**src/rtl/pipe_buffer.sv**
```systemverilog
// pipe_buffer: elastic pipeline-stage register with a two-entry skid store.
// Carries FIELDS words of WIDTH bits between two pipeline stages. It has a
// valid/ready handshake, a stage flush that inserts a bubble, and a
// synchronous active-low reset. All outputs come straight from flops, so
// there is no combinational path from outReady to inReady.
//
// Ports:
//   clk       clock, all state updates on posedge
//   rst_n     synchronous active-low reset (priority over flush/handshakes)
//   flush     synchronous stage flush, empties the stage and loads NOP fields
//   inValid   upstream offers inData
//   inReady   stage can accept (registered)
//   inData    FIELDS*WIDTH payload, field k at [k*WIDTH +: WIDTH]
//   outValid  outData holds a valid entry (registered)
//   outReady  downstream accepts
//   outData   head entry, driven directly from the main register
//   level     occupancy 0..2 (registered)
module pipe_buffer #(
    parameter int unsigned       WIDTH   = 32,
    parameter int unsigned       FIELDS  = 3,
    parameter logic [WIDTH-1:0]  NOP_VAL = '0
) (
    input  logic                      clk,
    input  logic                      rst_n,
    input  logic                      flush,
    input  logic                      inValid,
    output logic                      inReady,
    input  logic [FIELDS*WIDTH-1:0]   inData,
    output logic                      outValid,
    input  logic                      outReady,
    output logic [FIELDS*WIDTH-1:0]   outData,
    output logic [1:0]                level
);

    localparam int unsigned DW = FIELDS * WIDTH;
    localparam logic [DW-1:0] NOP_FILL = {FIELDS{NOP_VAL}};

    typedef enum logic [1:0] {
        EMPTY = 2'd0,
        ONE   = 2'd1,
        FULL  = 2'd2
    } state_t;

    state_t          state_q, state_nxt;
    logic [DW-1:0]   main_q, main_nxt;
    logic [DW-1:0]   skid_q, skid_nxt;
    logic            in_ready_q, in_ready_nxt;
    logic            out_valid_q, out_valid_nxt;
    logic [1:0]      level_q, level_nxt;

    logic            in_fire;
    logic            out_fire;

    assign in_fire  = inValid & in_ready_q;
    assign out_fire = out_valid_q & outReady;

    // State and storage registers; status outputs are re-registered from
    // the next state so they never depend combinationally on outReady.
    always_ff @(posedge clk) begin
        if (!rst_n) begin
            state_q     <= EMPTY;
            main_q      <= NOP_FILL;
            skid_q      <= NOP_FILL;
            in_ready_q  <= 1'b1;
            out_valid_q <= 1'b0;
            level_q     <= 2'd0;
        end else begin
            state_q     <= state_nxt;
            main_q      <= main_nxt;
            skid_q      <= skid_nxt;
            in_ready_q  <= in_ready_nxt;
            out_valid_q <= out_valid_nxt;
            level_q     <= level_nxt;
        end
    end

    // Next-state, storage update and next-cycle status decode.
    always_comb begin
        state_nxt     = state_q;
        main_nxt      = main_q;
        skid_nxt      = skid_q;
        in_ready_nxt  = 1'b1;
        out_valid_nxt = 1'b0;
        level_nxt     = 2'd0;

        if (flush) begin
            // Handshakes in the flush cycle are dropped on the floor.
            state_nxt = EMPTY;
            main_nxt  = NOP_FILL;
            skid_nxt  = NOP_FILL;
        end else begin
            case (state_q)
                EMPTY: begin
                    if (in_fire) begin
                        main_nxt  = inData;
                        state_nxt = ONE;
                    end
                end
                ONE: begin
                    if (in_fire && out_fire) begin
                        main_nxt = inData;
                    end else if (in_fire) begin
                        skid_nxt  = inData;
                        state_nxt = FULL;
                    end else if (out_fire) begin
                        // main keeps its last value while empty
                        state_nxt = EMPTY;
                    end
                end
                FULL: begin
                    // in_fire is impossible here since inReady is low
                    if (out_fire) begin
                        main_nxt  = skid_q;
                        state_nxt = ONE;
                    end
                end
                default: begin
                    state_nxt = EMPTY;
                end
            endcase
        end

        in_ready_nxt  = (state_nxt != FULL);
        out_valid_nxt = (state_nxt != EMPTY);
        case (state_nxt)
            ONE:     level_nxt = 2'd1;
            FULL:    level_nxt = 2'd2;
            default: level_nxt = 2'd0;
        endcase
    end

    assign inReady  = in_ready_q;
    assign outValid = out_valid_q;
    assign outData  = main_q;
    assign level    = level_q;

endmodule
```
**config.mk**
```make
export PLATFORM = sky130hd
export DESIGN_NAME = pipe_buffer
export DESIGN_NICKNAME = d
export VERILOG_FILES = /design/src/rtl/pipe_buffer.sv
export SDC_FILE = /design/constraint.sdc
export NUM_CORES = 1
export LEC_CHECK = 0
export ABC_AREA = 1
export CORE_AREA = 4 4 135 137
export DETAILED_ROUTE_END_ITERATION = 10
export DIE_AREA = 0 0 139 141
export HOLD_SLACK_MARGIN = 0.06
export PLACE_DENSITY = 0.84
export SKIP_CTS_REPAIR_TIMING = 1
export SLEW_MARGIN = 20
export SYNTH_ARGS = -nofsm -noshare
export SYNTH_HDL_FRONTEND = slang
export SYNTH_SLANG_ARGS = --single-unit
```
**constraint.sdc**
```tcl
create_clock -name clk -period 3.25 [get_ports clk]
set_clock_uncertainty 0.2 [all_clocks]
set_input_delay 0.325 -clock clk [delete_from_list [all_inputs] [get_ports clk]]
set_output_delay 0.325 -clock clk [all_outputs]
set_load 0.03 [all_outputs]
```
Word-level counts from Yosys, hierarchy flattened:

Cells that the tools add are included.

* muxes and demuxes: 12
* equal/unequal tests: 8
* reduce and logical (&&, ||, !) cells: 7
* bitwise operators: 4

Operators with widths (count)
* 96-bit two-way mux: 3
* 96-bit case mux with 3 select lines: 1
* 2-bit two-way mux: 6
* 2-bit != test (second input constant): 4
* 2-bit case mux with 3 select lines: 1
* 2-bit by 1-bit == test with 1-bit output (second input constant): 2
* 2-bit == test (second input constant): 2
* 2-bit case mux with 2 select lines: 1
* 4-bit AND reduction: 1
* 3-bit AND reduction: 1
* 3-bit nonzero test: 1
* 1-bit bitwise AND: 2
* 2-bit zero test: 1
* 1-bit NOT: 2
* 2-bit nonzero test: 1
* 2-bit OR reduction: 1
* 1-bit logical AND: 1

* input port bits: 101
* output and inout bits: 100
* flip-flop bits (word level): 198
* word-level logic and storage cells: 37

Depth between registers and ports, before layout:

Gate-level depths: netlist (run 1).

* depth in word-level cells: 8
* depth in mapped cells: 9

Worst setup path after synthesis (run 1):

Ideal clock, no wire load.

* path kind: flip-flop to flip-flop
* start: reg in_ready_q, in the netlist inReady
* end: reg skid_q[25]
* library setup time: 0.113 ns
* cell stages (with the launch flop): 8
* arrival time: 1.285 ns
* required time: 2.937 ns
* path slack: 1.652 ns
* cell sequence: dfxtp_1 > nand2_1 > nor2_2 > nand2_2 > buf_4 > buf_2 > nor2_1 > nor2_1

* longest elaborated chain between the ends: 4

RTL lines
* start: declaration: line 47 `logic in_ready_q, in_ready_nxt;`
* start signal: assignment: line 71 `in_ready_q <= in_ready_nxt;`
* 1-bit bitwise AND (*): line 54 `assign in_fire = inValid & in_ready_q;`
* 1-bit logical AND: line 100 `if (in_fire && out_fire) begin`
* 1-bit NOT (no source line)
* 3-bit AND reduction (no source line) (*)
* end signal: assignment: line 70 `skid_q <= skid_nxt;`
* end: declaration: line 46 `logic [DW-1:0] skid_q, skid_nxt;`

Mark *: on every way between the ends. The rest lies on a longest branch, timed or not.
A chain may end at the register's enable or synchronous reset.

Worst setup path after layout (run 1):

* start: in outReady
* end: reg main_q[54], in the netlist outData[54]

* longest elaborated chain between the ends: 4
* elaborated cells on any way between the ends: 5

RTL lines
* start: declaration: line 30 `input logic outReady,`
* 1-bit bitwise AND (*): line 55 `assign out_fire = out_valid_q & outReady;`
* 1-bit logical AND: line 100
* 2-bit != test (no source line)
* 4-bit AND reduction (no source line) (*)
* end signal: assignment: line 69 `main_q <= main_nxt;`
* end: declaration: line 45 `logic [DW-1:0] main_q, main_nxt;`

Marked as above.

==> summary.md, run 1 <==
| Metric | Value |
|---|---|
| Root Buffer Master | `clkbuf_16` |
| DPL Wire Length | `13.75 mm` |
| Layout cells sized above 1 | `0.03260` |
| Clock share of power | `0.404` |
| P&R area growth vs syn | `27.73%` |
| Status | `completed` |
| Slew headroom | `0.4348` |
| Count leader, synth | `nand2_1` |
| Cell area after layout | `11710 um2` |
| Sequential share of power | `0.446` |
| Final Util | `0.6866` |
| # setup viols final | `0` |
| Largest net degree at the start of global routing | `193` |
| Pre-CTS WS | `0.7787 ns` |
| Die H | `141 um` |
| CP endpoint kind | `flip-flop` |
| Fillers | `1496` |
| Largest area contributor in the netlist | `dfxtp_1` |
| Synth Cell Area | `9169 um2` |
| Die extent in x | `139 um` |
| Syn_nets | `1564` |
| Post-synth EDFFs | `0` |
| Worst-Margin Slew | `0.8478 ns` |
| Core area | `17060 um2` |
| Routed Antenna Nets | `0` |
| Global-route wire length before repair | `34.82 mm` |
| Post-DP Area | `11060 um2` |
| Critical-path maximum fanout | `71` |
| Syn Inst Count | `1463` |
| Worst Hold Class | `primary input to flip-flop` |
| Antenna diode count | `0` |
| Die area | `19600 um2` |
| Starting Density | `0.5376` |
| Final layout net count | `1715` |
| Skew-Pair Late Insertion Delay | `0.42 ns` |
| DRT Pass-1 Iters | `7` |
| Max Transition Viols Final | `0` |
| Main flop type after synthesis | `dfxtp_1` |
| Synth top cells by count | `nand2_1 (490), nor2_1 (385), dfxtp_1 (198), inv_1 (197), o21ai_0 (96)` |
| GPL Wtd Cong | `0.7867` |
| Crit path required time | `3.37 ns` |
| Sw Pwr | `1.446 mW` |
| Final worst slack | `1.184 ns` |
| Yosys warning count | `0` |
| Startpoint Class | `primary input` |
| Via count of the routed design | `8494` |
| Comb pwr share | `0.150` |
| Via count of the first global-routing pass | `7541` |
| Final Hold Fails | `0` |
| Int Power | `4.283 mW` |
| Setup_tns | `0 ns` |
| Data arrival time of the worst path | `2.18 ns` |
| Pleak | `5.860 nW` |
| IO Pins | `201` |
| Register area share after synthesis | `0.4323` |
| Port Buffer Count | `200` |
| Top-area cell type share of the netlist area | `0.4323` |
| Max_cap viols | `0` |
| Mean area per synthesized cell | `6.267 um2` |
| Number of vias per cell | `4.589` |
| Fin crit period | `2.066 ns` |
| Post-synthesis async set-or-reset flop share | `0` |
| Antenna violations before repair | `0` |
| Grt ovf | `0` |
| Synth cell types | `15` |
| Fmax | `0.4840 GHz` |
| Drt wl/cell | `11.36 um` |
| Worst Setup SP | `outReady` |
| WS Path Type | `primary input to flip-flop` |
| CTS tree | `yes` |
| Overall power | `5.729 mW` |
| H-tree depth | `4` |
| Clock Pin Slew Worst Setup and Hold Paths | `0.07 ns` |
| Max VDD drop | `0.3718 mV` |
| RSZ-0062 raised after global routing | `no` |
| Area contributors post-synth | `dfxtp_1 (43%), nand2_1 (20%), nor2_1 (16%)` |
| Synth Register Bits | `198` |
| Power per cell area | `489.2 nW/um2` |
| Final period utilization | `0.6358` |
| Worst Hold Launch | `inData[66]` |
| Max clock buf depth | `2` |
| Initial DRC count | `418` |
| Reg2reg setup slack | `1.19 ns` |
| Total routed wirelength | `21.02 mm` |
| Sw Ratio | `0.2524` |
| Row count | `48` |
| Clock tree sinks | `198` |
| TritonCTS Buffers | `17` |
| Global-route usage over all layers | `0.2097` |
| Critical R2R Launch | `outValid` |
| Drt drc | `0` |
==> critical path, cell delays in order <==
cell             delay, ns
clkdlybuf4s50_1       0.43
nand2_1               0.22
nand2_1               0.20
nand2_8               0.38
buf_4                 0.37
nand2_1               0.11
nand2_1               0.07
nor2_1                0.03
==> layout make-up <==
type,instances,area [um2],area share
clock inverters,10,192.7,0.01645
repair buffers,216,2197,0.1876
clock buffers,21,460.4,0.03932
well taps,225,281.5,0.02404
multi-input cells,982,3869,0.3303
inverters,199,747.0,0.06378
flip-flops and latches,198,3964,0.3385
==> power groups by stage <==
stage	clock network [mW]	logic [mW]	registers, mW
3_5_place_dp	0	0.856	2.61
4_1_cts	2.36	0.865	2.55
5_1_grt	2.46	0.956	2.56
6_report	2.32	0.859	2.55
2_1_floorplan	0	0.426	2.73
3_3_place_gp	0	0.842	2.61
==> final timing paths <==
path                               endpoint  cells past startpoint
worst max-delay path            outData[54]                      8
worst min-delay path             skid_q[66]                      3
worst max register to register  outData[54]                      7
worst min register to register  outData[49]                      4
==> cells in the final DEF (no fill, tap or decap), types with 5 or more instances in the layout <==
| cell | count |
|---|---|
| dfxtp_1 | 198 |
| clkdlybuf4s50_1 | 200 |
| clkbuf_16 | 17 |
| buf_4 | 10 |
| nor2_1 | 384 |
| nand3_1 | 5 |
| bufinv_16 | 5 |
| o21ai_0 | 96 |
| inv_1 | 197 |
| buf_12 | 6 |
| nand2_1 | 490 |
==> registers in the layout, indices dropped and copies added, names as in the netlist <==
register,count
state_q,2
skid_q,96
inReady,1
outData,96
outValid,1
level,2
==> routing by layer <==
layer	wire [um]	global-route usage	vias up
met5	0	0	-
met4	250	0.06179	0
met3	1041	0.04986	25
met2	10290	0.3605	178
met1	9445	0.2634	3753
li1	-	-	4538
==> metrics by stage <==
stage               hold WS (ns)  cells
floorplan                 0.2599   1463
global placement          0.2952   1820
detailed placement        0.2980   1820
CTS                       0.2859   1851
global route              0.2949   1851
finish                    0.3027   1851
==> kinds of logic after synthesis <==
logic type      after synthesis  synth area share
simple gates                886            0.3652
flops                       198            0.4323
buf+inv                     283            0.1501
compound gates               96           0.05240
Note: power is estimated with default switching activity, not from simulation.
==> inputs of run 2 (changes only) <==
- CORE_AREA: 4 4 135 137 -> 4 4 147 149
- DIE_AREA: 0 0 139 141 -> 0 0 151 153
- PLACE_DENSITY: 0.84 -> 0.75
- clock period: 3.25 -> 1.85 ns (I/O delays scaled with it)
==> run 2 against run 1 <==
- power increased by 70%
- utilization decreased by 8.2 points
- cell count increased by 3.7%
- sequential share of layout area decreased by 1.4 points
- final area increased by 4.2%
==> summary.md, run 2 (synthesized netlist as in run 1, its figures left out) <==
| Metric | Value |
|---|---|
| Global-route usage over all layers | `0.1827` |
| Most common cell after layout, fill and taps aside | `nand2_1` |
| GPL Wtd Cong | `0.7620` |
| Startpoint Class | `flip-flop` |
| Pleak | `7.600 nW` |
| CTS tree | `yes` |
| Multi-input logic area | `3869 um2` |
| DPL Wire Length | `14.45 mm` |
| Number of vias per cell | `4.393` |
| Initial DRC count | `403` |
| Final Hold Fails | `0` |
| Crit-path max cell delay | `0.67 ns` |
| Global-route wire length before repair | `35.27 mm` |
| Final Util | `0.6051` |
| Row count | `52` |
| Met3 Usage GRT | `0.03968` |
| Final layout net count | `1738` |
| Worst Setup SP | `outData[45]` |
| Fmax | `0.5566 GHz` |
| Final period utilization | `0.9711` |
| IO Pins | `201` |
| Gr busiest metal | `met2` |
| Crit path required time | `1.46 ns` |
| Worst path slowest cell | `clkdlybuf4s50_1` |
| Max VDD drop | `0.5987 mV` |
| Layout cells sized above 1 | `0.04788` |
| Grt ovf | `0` |
| DRT Pass-1 Iters | `6` |
| Skew-Pair Late Insertion Delay | `0.42 ns` |
| Crit path cell chain | `clkdlybuf4s50_1` |
| Clock Pin Slew Worst Setup and Hold Paths | `0.08 ns` |
| Stages on the worst setup path | `1` |
| Die extent in x | `151 um` |
| Via count of the routed design | `8434` |
| Worst Hold Class | `primary input to flip-flop` |
| Drt wl/cell | `11.13 um` |
| Starting Density | `0.4546` |
| Die area | `23100 um2` |
| Overall power | `9.742 mW` |
| Antenna violations before repair | `0` |
| # setup viols final | `0` |
| GR Util met2 | `0.2975` |
| Largest net degree at the start of global routing | `101` |
| Root Buffer Master | `clkbuf_16` |
| Fillers | `1825` |
| CP endpoint kind | `output port` |
| Port Buffer Count | `200` |
| Data arrival time of the worst path | `1.41 ns` |
| Worst-Margin Slew | `0.3761 ns` |
| Status | `completed` |
| Slew headroom | `0.7493` |
| Fin crit period | `1.797 ns` |
| Core area | `20170 um2` |
| Routed Antenna Nets | `0` |
| Critical-path maximum fanout | `2` |
| FF-to-FF path depth | `8` |
| Most frequent cells in the layout | `nand2_1 (490), nor2_1 (384), dfxtp_1 (198), inv_1 (197), clkdlybuf4s50_1 (103)` |
| Total routed wirelength | `21.37 mm` |
| Via count of the first global-routing pass | `7543` |
| Power per cell area | `798.3 nW/um2` |
| Setup crit end | `outData[45]` |
| Pre-CTS WS | `0.004194 ns` |
| H-tree depth | `4` |
| Clock tree sinks | `198` |
| Max Transition Viols Final | `0` |
| Drt drc | `0` |
| R2R Path End | `outData[94]` |
| Non-Filler Instances | `1920` |
| Max clock buf depth | `2` |
| Die H | `153 um` |
| TritonCTS Buffers | `17` |
| Crit-path leading delay family | `buffers and inverters` |
| Met1 Usage GRT | `0.2432` |
| Register area | `3964 um2` |
| # placed instances | `1888` |
| Reg2reg setup slack | `0.14 ns` |
| Max_cap viols | `0` |
| WS Path Type | `flip-flop to output port` |
| Crit path buf inv count | `1` |
| Cell area after layout | `12200 um2` |
| Post-DP Area | `11360 um2` |
| Final worst slack | `0.05342 ns` |
| Antenna diode count | `0` |
| Critical R2R Launch | `state_q[1]` |
| P&R area growth vs syn | `33.11%` |
-- run 2: cell count changes in the layout (fill, tap and decap cells not counted), moves of 3 or more --
cell	before	now
buf_4	10	27
bufinv_16	5	1
clkdlybuf4s50_1	200	103
buf_12	6	12
dlymetal6s2s_1	0	97
clkinv_4	2	5
-- run 2: layout make-up --
class	count	area share
Timing Repair Buffer	239	0.2202
Tap cell	270	0.02768
Sequential cell	198	0.3248
Inverter	199	0.06121
Multi-Input combinational cell	982	0.3170
Clock buffer	18	0.03599
Clock inverter	14	0.01312
-- run 2: stage by stage --
| stage | setup TNS, ns | hold WS (ns) |
|---|---|---|
| after floorplan | 0 | 0.1199 |
| after global placement | 0 | 0.2979 |
| after detailed placement | 0 | 0.2977 |
| after CTS | -1.005 | 0.1424 |
| after global routing | -0.0009355 | 0.1481 |
| final | 0 | 0.1631 |
-- run 2: worst min-delay path by stage --
stage                     start  depth (start not counted)          end
CTS                   inData[5]                          3    skid_q[5]
global placement     skid_q[14]                          4   skid_q[14]
global route         inData[31]                          3   skid_q[31]
detailed placement  outData[22]                          4  outData[22]
finish               inData[55]                          3   skid_q[55]
floorplan            inData[10]                          2   skid_q[10]
-- run 2: worst reg2reg max path, stage by stage, from the launching register on --
cell,delay [ns]
dfxtp_1,0.43
inv_2,0.10
nand2_2,0.07
nand2_1,0.13
nand2_8,0.24
buf_4,0.24
nand2_1,0.07
nand2_1,0.08
nor2_1,0.05
-- run 2: metal layers --
metal	up-vias	share of wire
met3	25	0.052
met2	183	0.47
met5	-	0
met4	0	0.015
met1	3633	0.46
li1	4593	-
-- run 2: power by group --
| group | switching (mW) | internal [mW] | total (mW) |
|---|---|---|---|
| combinational | 0.896 | 0.672 | 1.57 |
| sequential | 0.0665 | 4.41 | 4.47 |
| clock | 1.74 | 1.96 | 3.70 |
| total | 2.70 | 7.04 | 9.74 |
